### src/rtl/cache_fill_fsm.sv
// cache_fill_fsm
//   Refills one cache block from a multi-cycle main memory after a lookup miss.
//   Issues one read per word on consecutive cycles, writes each returned word
//   into the data array, then pulses the tag write and fill_done for one cycle.
//
// Ports
//   clk                rising-edge clock
//   rst                asynchronous reset, active low
//   miss_detected      lookup missed; held by requester until fill_done
//   miss_address       byte address that missed; sampled on the start edge only
//   memory_data_valid  one returned word this cycle
//   memory_data        returned word
//   fsm_busy           fill in progress (FILL or DONE)
//   mem_req            read request this cycle
//   memory_address     request address, valid with mem_req
//   write_data_array   write data_out into the data array at word_index
//   word_index         word slot inside the block for the current write
//   data_out           word to write (pass-through of memory_data)
//   write_tag_array    one-cycle tag/valid write pulse
//   fill_done          one-cycle completion pulse
module cache_fill_fsm #(
  parameter int AWIDTH = 16,
  parameter int DWIDTH = 16,
  parameter int WORDS  = 8
) (
  input  logic                     clk,
  input  logic                     rst,
  input  logic                     miss_detected,
  input  logic [AWIDTH-1:0]        miss_address,
  input  logic                     memory_data_valid,
  input  logic [DWIDTH-1:0]        memory_data,
  output logic                     fsm_busy,
  output logic                     mem_req,
  output logic [AWIDTH-1:0]        memory_address,
  output logic                     write_data_array,
  output logic [$clog2(WORDS)-1:0] word_index,
  output logic [DWIDTH-1:0]        data_out,
  output logic                     write_tag_array,
  output logic                     fill_done
);

  localparam int IW = $clog2(WORDS);
  localparam int CW = IW + 1;
  localparam logic [AWIDTH-1:0] OFF_MASK = AWIDTH'(2 * WORDS - 1);

  typedef enum logic [1:0] {
    IDLE,
    FILL,
    DONE
  } state_t;

  state_t            state, state_nxt;
  logic [AWIDTH-1:0] base;
  logic [CW-1:0]     req_cnt;
  logic [CW-1:0]     rcv_cnt;
  logic              req_active;
  logic              beat_accept;

  always_ff @(posedge clk or negedge rst) begin
    if (!rst) begin
      state   <= IDLE;
      base    <= '0;
      req_cnt <= '0;
      rcv_cnt <= '0;
    end else begin
      state <= state_nxt;
      if (state == IDLE) begin
        if (miss_detected) begin
          base    <= miss_address & ~OFF_MASK;
          req_cnt <= '0;
          rcv_cnt <= '0;
        end
      end else begin
        if (req_active) begin
          req_cnt <= req_cnt + CW'(1);
        end
        if (beat_accept) begin
          rcv_cnt <= rcv_cnt + CW'(1);
        end
      end
    end
  end

  // Outputs are gated by their qualifiers so every output reads 0 outside an
  // active request/beat, including while reset holds the FSM in IDLE.
  always_comb begin
    state_nxt        = state;
    req_active       = (state == FILL) && (req_cnt < CW'(WORDS));
    beat_accept      = (state == FILL) && memory_data_valid && (rcv_cnt < CW'(WORDS));
    fsm_busy         = (state != IDLE);
    mem_req          = req_active;
    memory_address   = '0;
    write_data_array = beat_accept;
    word_index       = '0;
    data_out         = '0;
    write_tag_array  = 1'b0;
    fill_done        = 1'b0;

    if (req_active) begin
      memory_address = base + (AWIDTH'(req_cnt) << 1);
    end
    if (beat_accept) begin
      word_index = rcv_cnt[IW-1:0];
      data_out   = memory_data;
    end

    case (state)
      IDLE: begin
        if (miss_detected) begin
          state_nxt = FILL;
        end
      end
      FILL: begin
        if (beat_accept && (rcv_cnt == CW'(WORDS - 1))) begin
          state_nxt = DONE;
        end
      end
      DONE: begin
        write_tag_array = 1'b1;
        fill_done       = 1'b1;
        state_nxt       = IDLE;
      end
      default: begin
        state_nxt = IDLE;
      end
    endcase
  end

endmodule

### config.mk
export PLATFORM = sky130hd
export DESIGN_NAME = cache_fill_fsm
export DESIGN_NICKNAME = d
export VERILOG_FILES = /design/src/rtl/cache_fill_fsm.sv
export SDC_FILE = /design/constraint.sdc
export NUM_CORES = 1
export LEC_CHECK = 0
export ABC_AREA = 1
export CAP_MARGIN = 0
export CORE_MARGIN = 8
export CORE_UTILIZATION = 40
export CTS_CLUSTER_SIZE = 28
export DETAILED_ROUTE_END_ITERATION = 10
export PLACE_DENSITY = 0.81
export SLEW_MARGIN = 20
export SYNTH_ARGS = -nofsm -noshare
export SYNTH_HDL_FRONTEND = slang
export SYNTH_SLANG_ARGS = --single-unit
### constraint.sdc
create_clock -name clk -period 3.9 [get_ports clk]
set_input_delay 0.975 -clock clk [delete_from_list [all_inputs] [get_ports clk]]
set_output_delay 0.975 -clock clk [all_outputs]
set_load 0.005 [all_outputs]
==> results of run 1 <==
## state kept, by name (all words and copies together), names as in the netlist
| signal | cells |
|---|---|
| state | 2 |
| rcv_cnt | 4 |
| base | 12 |
| req_cnt | 4 |
## cell usage after synthesis, types with 2 or more instances
master | number | area share
dfrtp_1 | 22 | 0.38
a21oi_1 | 8 | 0.027
buf_2 | 2 | 0.0069
ha_1 | 4 | 0.034
nor2_1 | 50 | 0.13
buf_6 | 3 | 0.023
nand2_4 | 2 | 0.015
nand3_1 | 9 | 0.031
inv_1 | 34 | 0.088
buf_4 | 2 | 0.010
nand2_1 | 56 | 0.14
o21ai_0 | 8 | 0.027
o21ai_2 | 2 | 0.012
nor2_2 | 2 | 0.0086
o21ai_1 | 2 | 0.0069
nand2_2 | 2 | 0.0086
## stage by stage
stage               cells  setup WS (ns)  hold WS (ns)  cell area, sq um   util
floorplan             217           1.40         0.483              1460      -
global placement      328          0.478         0.503              2160  0.603
detailed placement    328          0.461         0.520              2160  0.603
CTS                   332          0.459         0.559              2200  0.614
global route          332          0.354         0.570              2190  0.612
finish                332          0.488         0.557              2190  0.612
## layer usage
layer  GRT usage  vias to the layer above  routed length [um]
met5           0                        -                   0
met3      0.0460                        4                 299
li1            -                      784                   -
met1       0.146                      665                1640
met4      0.0462                        0                  47
met2       0.220                       40                1880
## worst reg2reg max path, stage by stage, from the launching register on
cell and delay (ns):
dfrtp_1 0.45, nor2_2 0.16, nand2_2 0.22, inv_2 0.32, o21ai_0 0.13
## power by group through the flow
stage | clock, mW | sequential, mW | combinational, mW
2_1_floorplan | 0 | 0.232 | 0.00396
3_3_place_gp | 0 | 0.232 | 0.0385
3_5_place_dp | 0 | 0.232 | 0.0386
4_1_cts | 0.131 | 0.228 | 0.0389
5_1_grt | 0.140 | 0.228 | 0.0414
6_report | 0.128 | 0.228 | 0.0379
## placed cells by master, fill, tap and decap left out
| cell | n |
|---|---|
| clkdlybuf4s50_1 | 69 |
| nand2_1 | 56 |
| nor2_1 | 50 |
| inv_1 | 34 |
| dfrtp_1 | 22 |
| nand3_1 | 9 |
| o21ai_0 | 8 |
| a21oi_1 | 8 |
| ha_1 | 4 |
| clkbuf_4 | 3 |
| nor2_2 | 2 |
| nand2_4 | 2 |
| o21ai_2 | 2 |
| nand2_2 | 2 |
| o21ai_1 | 2 |
| nor2_4 | 1 |
| nor3_1 | 1 |
| o21a_1 | 1 |
| nor2_8 | 1 |
| inv_4 | 1 |
| xnor2_1 | 1 |
| inv_2 | 1 |
| o22ai_1 | 1 |
| conb_1 | 1 |
| clkbuf_8 | 1 |
| buf_2 | 1 |
## area by class of cell
class / instances / share of cell area
multi-input cells: 152 / 0.324
repair buffers: 70 / 0.318
flip-flops and latches: 22 / 0.251
inverters: 36 / 0.0628
well taps: 48 / 0.0274
clock buffers: 4 / 0.0166
## worst paths after layout
kind                       slack [ns]          end               from
hold / removal                   0.56     state[1]         rcv_cnt[3]
setup reg to reg                 2.51   req_cnt[3]           state[0]
setup / recovery                 0.49  data_out[0]  memory_data_valid
min in group asynchronous        0.61     base[15]                rst
max in group asynchronous        2.96   rcv_cnt[1]                rst
hold reg to reg                  0.56     state[1]         rcv_cnt[3]
## kinds of logic (layout without fill, tap and decap cells)
group / after synthesis / count (layout) / share of synthesized area
flops: 22 / 22 / 0.378
other cells: 1 / 1 / 0.00257
simple gates: 124 / 124 / 0.361
buf+inv: 43 / 110 / 0.135
fa+ha+maj: 4 / 4 / 0.0343
compound gates: 22 / 22 / 0.0833
xor+xnor: 1 / 1 / 0.00601
==> results.sh, run 1 <==
export IMPL_grt_use_total=0.130
export IMPL_total_power_uw=394
export IMPL_drc_errors=0
export IMPL_p_clk_frac=0.325
export IMPL_grt_pass1_wl_mm=6.44
export IMPL_cp_start_kind="input pin"
export IMPL_synth_edff_count=0
export IMPL_async_flop_share=1.00
export IMPL_detail_route_antenna_nets=0
export IMPL_crit_fanout=21
export IMPL_combPwrFrac=0.096
export IMPL_ctsHoldBuffers=0
export IMPL_drt_iter0_markers=172
export IMPL_antenna_found_initial=0
export IMPL_syn_num_nets=257
export IMPL_die_area_sq_um=5830
export IMPL_initial_core_util=0.407
export IMPL_critical_path_arrival_ns=2.44
export IMPL_num_vias=1493
export IMPL_port_buffers=70
export IMPL_hold_path_class="reg -> reg"
export IMPL_area_growth_pct=50.3
export IMPL_boundaryPins=76
export IMPL_setup_worst_path_end_class="output port"
export IMPL_routabilityCongestion=0.875
export IMPL_cts_sinks=22
export IMPL_setup_viol=0
export IMPL_multi_input_area_sq_um=711
export IMPL_status="finished clean"
export IMPL_slew_violations=0
export IMPL_seqPwrFrac=0.579
export IMPL_crit_top_cell="clkdlybuf4s50_1"
export IMPL_fin_worst_skew_ns=0.00283
export IMPL_p_leak_nw=1.04
export IMPL_slowest_delay_ns=0.52
export IMPL_insertion_delay_ns=0.31
export IMPL_period_minus_slack_ns=3.41
export IMPL_cp_cell_sequence="clkdlybuf4s50_1 -> nand2_1 -> nor2_8 -> inv_4 -> nor2_1 -> clkdlybuf4s50_1"
export IMPL_syn_area_per_cell_sq_um=6.72
export IMPL_critical_path_class="in -> out"
export IMPL_reg2regPathDepth=4
export IMPL_rows=22
export IMPL_first_pass_iters=4
export IMPL_swShare=0.207
export IMPL_yosys_register_bits=22
export IMPL_hold_viol_final=0
export IMPL_powerDensity_nw_per_um2=180
export IMPL_cts_setup_buffers=0
export IMPL_synth_seq_area_share=0.378
export IMPL_grt_remaining_overflow=0
export IMPL_netlist_area_sq_um=1460
export IMPL_rsz0062_at_grt="false"
export IMPL_cp_top_family="buffers and inverters"
export IMPL_nNetsFinal=325
export IMPL_core_area_sq_um=3580
export IMPL_register_area_sq_um=551
export IMPL_die_y_um=76.4
export IMPL_die_w_um=76.4
export IMPL_via_per_inst=4.50
export IMPL_num_antenna_cells=0
export IMPL_maxCapViolCount=0
export IMPL_cts_tree="yes"
export IMPL_p_int_uw=312
export IMPL_fin_crit_sh=0.875
export IMPL_grt_pass1_vias=1417
export IMPL_cts_clk_slew_worst_paths_ns=0.13
export IMPL_cts_root_buf="clkbuf_4"
export IMPL_p_sw_uw=81.5
export IMPL_holdPathStages=3
export IMPL_ir_drop_mv=0.0828
export IMPL_post_dp_hpwl_mm=3.06
export IMPL_synth_cells=217
export IMPL_tns_ns=0
export IMPL_drt_wl_total_mm=3.86
export IMPL_n_fill_cell=336
export IMPL_critical_path_depth=6
export IMPL_htreeDepth=1
export IMPL_yosysWarnings=0
export IMPL_cts_buffers_inserted=3
export IMPL_grt_max_degree=23
export IMPL_wl_per_cell_um=11.6
export IMPL_synthFlopType="dfrtp_1"
export IMPL_drive_gt1_frac=0.0599
export IMPL_ctsLongestPathBuffers=2
export IMPL_cp_slowest_cell="clkdlybuf4s50_1"
export IMPL_cts_resized=0
export IMPL_max_freq_ghz=0.293
export IMPL_crit_required_ns=2.92
export IMPL_yosysUniqueCellTypes=25
export IMPL_crit_buf_inv=3
Note: power is estimated with default switching activity, not from simulation.
==> run 2: changes to the inputs <==
GPL_ROUTABILITY_DRIVEN = 0   (was not set)
RECOVER_POWER = 100   (was not set)
==> run 2 against run 1 <==
Clock skew barely moved; combinational power fell by 1%; core utilization fell by 0.45 points; worst hold slack barely moved; final cell count did not move; non-clock buffer count did not move; via count fell by 0.20%; sequential share of layout area rose by 0.19 points; wire length fell by 0.80%; flip-flop and latch count did not move.
==> results.sh, run 2 (synthesis gave the netlist of run 1 again) <==
export IMPL_powerDensity_nw_per_um2=181
export IMPL_tns_ns=0
export IMPL_area_growth_pct=49.2
export IMPL_insertion_delay_ns=0.31
export IMPL_finalWorstSetupSlack_ns=0.442
export IMPL_port_buffers=70
export IMPL_fin_crit_sh=0.887
export IMPL_fin_worst_skew_ns=0.00244
export IMPL_via_per_inst=4.49
export IMPL_hold_viol_final=0
export IMPL_p_leak_nw=1.17
export IMPL_cts_buffers_inserted=3
export IMPL_critical_path_arrival_ns=2.48
export IMPL_cts_sinks=22
export IMPL_cp_start_kind="input pin"
export IMPL_grt_use_total=0.130
export IMPL_hold_path_class="reg -> reg"
export IMPL_grt_remaining_overflow=0
export IMPL_die_area_sq_um=5830
export IMPL_final_common_cell="nand2_1"
export IMPL_setup_viol=0
export IMPL_grt_pass1_wl_mm=6.44
export IMPL_drive_gt1_frac=0.0387
export IMPL_post_dp_hpwl_mm=3.06
export IMPL_rsz0062_at_grt="false"
export IMPL_die_w_um=76.4
export IMPL_drc_errors=0
export IMPL_status="finished clean"
export IMPL_num_vias=1490
export IMPL_regMostFlops="base"
export IMPL_htreeDepth=1
export IMPL_drt_wl_total_mm=3.83
export IMPL_cts_resized=0
export IMPL_maxCapViolCount=0
export IMPL_total_power_uw=393
export IMPL_largest_register_ffs=12
export IMPL_ctsLongestPathBuffers=2
export IMPL_cts_tree="yes"
export IMPL_wl_per_cell_um=11.5
export IMPL_drt_iter0_markers=151
export IMPL_grt_max_degree=23
export IMPL_boundaryPins=76
export IMPL_dp_slack_ns=0.461
export IMPL_final_cell_mix="nand2_1, nor2_1, dlygate4sd3_1"
export IMPL_ctsHoldBuffers=0
export IMPL_setup_worst_path_end_class="output port"
export IMPL_initial_core_util=0.407
export IMPL_antenna_found_initial=0
export IMPL_cts_setup_buffers=0
export IMPL_slew_violations=0
export IMPL_max_freq_ghz=0.289
export IMPL_critical_path_class="in -> out"
export IMPL_crit_fanout=21
export IMPL_relSlewSlack=0.209
export IMPL_crit_required_ns=2.92
export IMPL_cts_root_buf="clkbuf_4"
export IMPL_core_area_sq_um=3580
export IMPL_cts_clk_slew_worst_paths_ns=0.13
export IMPL_period_minus_slack_ns=3.46
export IMPL_die_y_um=76.4
export IMPL_nNetsFinal=325
export IMPL_ir_drop_mv=0.0826
export IMPL_tightest_slew_ns=1.19
export IMPL_num_antenna_cells=0
export IMPL_rows=22
export IMPL_first_pass_iters=4
export IMPL_grt_pass1_vias=1417
export IMPL_top_regs="base: 12 flops, rcv_cnt: 4 flops, req_cnt: 4 flops"
export IMPL_detail_route_antenna_nets=0
[run 2: layer usage]
layer	global-route usage	part of all wire	up-vias
met5	0	0	-
met4	0.0462	0.013	0
met3	0.0460	0.078	4
met2	0.220	0.49	41
met1	0.146	0.42	660
li1	-	-	785
[run 2: critical path, cell delays in order]
cell             delay (ns)
clkdlybuf4s50_1        0.45
nand2_1                0.12
nor2_8                 0.15
inv_4                  0.10
nor2_1                 0.09
dlygate4sd3_1          0.59
[run 2: cell type report]
class | instances | area (sq um)
fillers | 338 | 1400
multi-input cells | 152 | 696
repair buffers | 70 | 694
flip-flops and latches | 22 | 551
inverters | 36 | 138
well taps | 48 | 60.1
clock buffers | 4 | 36.3
[run 2: power breakdown]
part           switching, mW  internal, mW
sequential                 0         0.228
combinational         0.0104        0.0270
clock                 0.0709        0.0570
total                 0.0813         0.312
[run 2: metrics by stage]
step                      hold WS [ns]   util  cell area [sq um]  cells
final                            0.557  0.608               2170    332
after global routing             0.570  0.608               2170    332
after CTS                        0.559  0.614               2200    332
after detailed placement         0.520  0.603               2160    328
after global placement           0.503  0.603               2160    328
after floorplan                  0.483      -               1460    217
[run 2: worst paths after layout]
| check | startpoint | slack (ns) | depth (start not counted) | end |
|---|---|---|---|---|
| max | memory_data_valid | 0.44 | 6 | word_index[2] |
| min | rcv_cnt[3] | 0.56 | 3 | state[1] |
| max reg2reg | state[0] | 2.14 | 4 | base[8] |
| min reg2reg | rcv_cnt[3] | 0.56 | 3 | state[1] |
| max in group asynchronous | rst | 2.33 | 1 | rcv_cnt[1] |
| min in group asynchronous | rst | 0.87 | 1 | base[15] |
